--- src/rtl/traffic_phase_controller.sv ---
// Round-robin signal-head sequencer for a 4-way junction: GREEN -> YELLOW -> ALLRED per
// change of right-of-way, timed by a tick-enabled down-counter. All outputs registered.
//   state     | meaning
//   ST_GREEN  | road 'active' has green; others red
//   ST_YELLOW | road 'active' has yellow; others red
//   ST_ALLRED | all roads red (clearance before next green)
module traffic_phase_controller #(
  parameter int GREEN_TICKS  = 20,
  parameter int YELLOW_TICKS = 4,
  parameter int ALLRED_TICKS = 2,
  parameter int CNT_W        = 8
) (
  input  logic       clk,
  input  logic       rst,
  input  logic       tick,
  input  logic [3:0] req,
  output logic [3:0] r,
  output logic [3:0] y,
  output logic [3:0] g,
  output logic [1:0] active,
  output logic       grant_p
);

  typedef enum logic [1:0] {ST_GREEN, ST_YELLOW, ST_ALLRED} state_t;

  localparam logic [CNT_W-1:0] GREEN_LD  = CNT_W'(GREEN_TICKS - 1);
  localparam logic [CNT_W-1:0] YELLOW_LD = CNT_W'(YELLOW_TICKS - 1);
  localparam logic [CNT_W-1:0] ALLRED_LD = CNT_W'(ALLRED_TICKS - 1);

  state_t           state_q, state_d;
  logic [CNT_W-1:0] cnt_q, cnt_d;
  logic [1:0]       nxt_q, nxt_d;
  logic [1:0]       active_d;
  logic             grant_d;
  logic [3:0]       r_d, y_d, g_d;
  logic [1:0]       pick;
  logic             pick_found;

  // First requesting road after the active one; req[active] is never considered.
  always_comb begin
    logic [1:0] idx;
    pick       = active;
    pick_found = 1'b0;
    idx        = active;
    for (int i = 1; i < 4; i++) begin
      idx = active + 2'(i);
      if (!pick_found && req[idx]) begin
        pick       = idx;
        pick_found = 1'b1;
      end
    end
  end

  always_comb begin
    state_d  = state_q;
    cnt_d    = cnt_q;
    nxt_d    = nxt_q;
    active_d = active;
    grant_d  = 1'b0;
    if (tick) begin
      if (cnt_q != '0) begin
        cnt_d = cnt_q - 1'b1;
      end else begin
        case (state_q)
          ST_GREEN: begin
            // Without a competing request the green extends with cnt parked at 0.
            if (pick_found) begin
              state_d = ST_YELLOW;
              cnt_d   = YELLOW_LD;
              nxt_d   = pick;
            end
          end
          ST_YELLOW: begin
            state_d = ST_ALLRED;
            cnt_d   = ALLRED_LD;
          end
          ST_ALLRED: begin
            state_d  = ST_GREEN;
            cnt_d    = GREEN_LD;
            active_d = nxt_q;
            grant_d  = 1'b1;
          end
          default: begin
            state_d = ST_ALLRED;
            cnt_d   = ALLRED_LD;
          end
        endcase
      end
    end

    // Lamps decoded from the next state so they switch on the transition edge.
    r_d = 4'b1111;
    y_d = 4'b0000;
    g_d = 4'b0000;
    case (state_d)
      ST_GREEN: begin
        g_d[active_d] = 1'b1;
        r_d[active_d] = 1'b0;
      end
      ST_YELLOW: begin
        y_d[active_d] = 1'b1;
        r_d[active_d] = 1'b0;
      end
      default: ;
    endcase
  end

  always_ff @(posedge clk) begin
    if (rst) begin
      state_q <= ST_ALLRED;
      cnt_q   <= ALLRED_LD;
      nxt_q   <= 2'd0;
      active  <= 2'd0;
      grant_p <= 1'b0;
      r       <= 4'b1111;
      y       <= 4'b0000;
      g       <= 4'b0000;
    end else begin
      state_q <= state_d;
      cnt_q   <= cnt_d;
      nxt_q   <= nxt_d;
      active  <= active_d;
      grant_p <= grant_d;
      r       <= r_d;
      y       <= y_d;
      g       <= g_d;
    end
  end

endmodule

--- config.mk ---
export PLATFORM = sky130hd
export DESIGN_NAME = traffic_phase_controller
export DESIGN_NICKNAME = d
export VERILOG_FILES = /design/src/rtl/traffic_phase_controller.sv
export SDC_FILE = /design/constraint.sdc
export NUM_CORES = 1
export LEC_CHECK = 0
export CORE_MARGIN = 2
export CORE_UTILIZATION = 56
export DETAILED_ROUTE_END_ITERATION = 8
export PLACE_DENSITY_LB_ADDON = 0.08
export RECOVER_POWER = 100
export SLEW_MARGIN = 20
export SYNTH_ARGS = -nofsm -noshare
export SYNTH_HDL_FRONTEND = slang
export SYNTH_SLANG_ARGS = --single-unit
--- constraint.sdc ---
create_clock -name clk -period 4.7 [get_ports clk]
set_input_delay 0.47 -clock clk [delete_from_list [all_inputs] [get_ports clk]]
set_output_delay 0.47 -clock clk [all_outputs]
set_load 0.05 [all_outputs]
==> qor.yml <==
grt_pass1_vias: 960
min_path_type: "reg2reg"
antennaDiodeCount: 0
number_of_nets_with_antenna_violations_after_routing: 0
worst_ir_drop_vdd_mv: 0.2235
fin_util: 0.6507
finalSetupViolCount: 0
fp.dieArea_mm2: 0.002914
register_area_um2: 540.5
final.setup.tns_ps: 0
die_h_um: 53.98
worstSetupStartpointType: "register"
tritoncts: "yes"
power.leakage_uw: 0.0005846
ys_types: 49
clk_root_buffer_cell: "clkbuf_4"
synth-seq-cells: 27
coreArea_mm2: 0.002432
critical_path.endpoint_type: "register"
synthTopCellsByArea: "dfxtp_1 39%, mux2i_1 7.9%, nor2_1 4.6%"
die_width_um: 53.98
ys_dominant_reg_cell: "dfxtp_1"
clk-insertion-delay-late_ps: 340
cts.reportedPaths.clkPinSlew_ps: 160
max_slew.worst_pin.slew_ps: 1271
vias_per_cell: 6.037
place.gp.congestion: 0.8123
drt-pass1-iter-count: 4
fin_cells: 189
worst_ep_arrival_time_ps: 2880
initial_utilization: 0.5751
worst_path_max_delay_cell: "nor4_1"
finalWorstPathRequiredPeriod_ps: 2642
timing.critical_path.cells: "nor4_1, nand4_1, mux2i_1, nor3b_1"
routed_wirelength_normalized_by_instance_count_um: 14.52
hpwl_mm: 2.071
drt_drc_violations_left: 0
synth_top_area_share: 0.3864
cp.required_ps: 4940
cell_family_with_most_cp_delay: "simple AND/OR/NAND/NOR gates"
power.density_cell_area_mw_per_mm2: 290.6
rsz0062_at_grt: "false"
detail_route.wirelength_mm: 2.745
cts_resized: 0
syn-num-nets: 151
nFillCells: 213
buffer_ports.inserted: 21
synth_seq_area_share: 0.3864
grt_start_max_net_pins: 17
cts_hold_buffers: 0
syn_area_mm2: 0.001399
synth-edff-count: 0
crit_fanout: 9
number_of_setup_buffers_added_after_cts: 0
slew_violations: 0
yosysWarningCount: 0
row_count: 18
grt_first_pass_wirelength_mm: 4.333
yosys.area.top_type: "dfxtp_1"
synthToLayoutAreaGrowth_pct: 13.15
number_of_antenna_violations_at_the_first_check_in_global_routing: 0
grtUsageTotal: 0.2046
top_level_ports: 22
finalWorstSetupSlack_ps: 2058
pre_cts_slack_ps: 2196
outcome: "finished, final reports clean"
nets: 169
worst-path-buf-inv: 0
layout_cells_sized_above_1: 0.08805
syn-instance-count: 142
cts.sinks: 27
cts_buffers: 3
period_share: 0.5622
asyncSetResetFlopFracSynth: 0
timing.critical_path.slowest_cell_delay_ps: 1090
max_freq_ghz: 0.3785
cts.htree.levels: 1
crit_type: "reg2reg"
slew_headroom: 0.1446
syn_avg_cell_area_um2: 9.851
drt_iter0_drc: 15
multi_input_comb_area_um2: 742.0
cts_max_path_buffers: 2
drv.max_cap_violation_count: 0
placed_cells_incl_taps: 185
hold_violations: 0
finClkSkew_ps: 13.36
vias: 1141
overflow: 0
-- synth_stat cells (2+ instances only) --
master / number
a31oi_1: 4
a211oi_1: 2
o221ai_2: 2
a21oi_1: 3
nor2b_1: 3
nor3_1: 3
nor3b_2: 3
nand4_1: 2
nor4_2: 2
or3_1: 2
dfxtp_1: 27
nor3b_1: 3
a41oi_1: 2
mux2i_1: 11
nor2_1: 17
nand2_1: 4
buf_6: 2
or4_1: 2
nor4_1: 2
clkbuf_1: 6
o21ai_0: 2
inv_1: 5
or3b_2: 2
ha_1: 2
nand2b_1: 5
-- routing by layer --
layer | track usage | up-vias | wire (um)
met5 | 0 | - | 0
met1 | 0.2479 | 545 | 1231
met4 | 0.09167 | 0 | 29
li1 | - | 566 | -
met2 | 0.3557 | 26 | 1382
met3 | 0.03056 | 4 | 101
-- final cells by class --
class	instances	share of cell area
clock buffers	3	0.01423
clock inverters	1	0.004743
inverters	5	0.01186
multi-input cells	101	0.4688
flip-flops and latches	27	0.3415
well taps	30	0.02372
repair buffers	22	0.1352
-- worst reg2reg max path, delay by kind of cell (launching register included) --
family	cells	cell delay [ps]
and+or+nand+nor	3	1720
muxes	1	420
DFF	1	420
-- sequential cells by signal (all words and copies together) (netlist names) --
name,cells
r,4
cnt_q,8
grant_p,1
g,4
active,2
state_q,2
nxt_q,2
y,4
-- metrics by stage --
stage | hold WS (ps) | total power (uW) | instance area (um^2)
after detailed placement | 495.0 | 368.6 | 1604
after floorplan | 455.7 | 348.2 | 1399
final | 513.3 | 460.0 | 1583
after global placement | 472.3 | 365.8 | 1604
after CTS | 516.1 | 473.4 | 1634
after global routing | 539.3 | 479.0 | 1583
-- logic make-up (layout without fill, tap and decap cells) --
group,Yosys count,after routing,share of synthesized area
compound gates,28,28,0.1771
flops,27,27,0.3864
mux,12,12,0.08676
buf+inv,14,31,0.04919
fa+ha+maj,2,2,0.01789
simple gates,59,59,0.2826
-- power breakdown --
part           switching [uW]  internal, uW  leakage, uW
clock                    74.9          32.6    0.0000139
combinational            63.8          37.1     0.000352
sequential               11.3           240     0.000219
-- final timing paths --
check	start	to	slack [ps]	cells after the start
setup reg to reg	cnt_q[2]$_SDFFE_PP0P_	g[0]$_SDFF_PP0_	2060	4
hold reg to reg	cnt_q[1]$_SDFFE_PP0P_	cnt_q[1]$_SDFFE_PP0P_	510	2
setup / recovery	cnt_q[2]$_SDFFE_PP0P_	g[0]$_SDFF_PP0_	2060	4
hold / removal	cnt_q[1]$_SDFFE_PP0P_	cnt_q[1]$_SDFFE_PP0P_	510	2
-- placed cells by master (no fill, tap or decap), types with 4 or more instances in the layout --
| master | Yosys | final |
|---|---|---|
| a31oi_1 | 4 | 4 |
| clkdlybuf4s50_1 | 0 | 5 |
| dfxtp_1 | 27 | 27 |
| dlygate4sd3_1 | 0 | 16 |
| inv_1 | 5 | 5 |
| mux2i_1 | 11 | 11 |
| nand2_1 | 4 | 4 |
| nand2b_1 | 5 | 5 |
| nor2_1 | 17 | 18 |
| nor3b_1 | 3 | 4 |
Power figures use the tool's default switching activity.
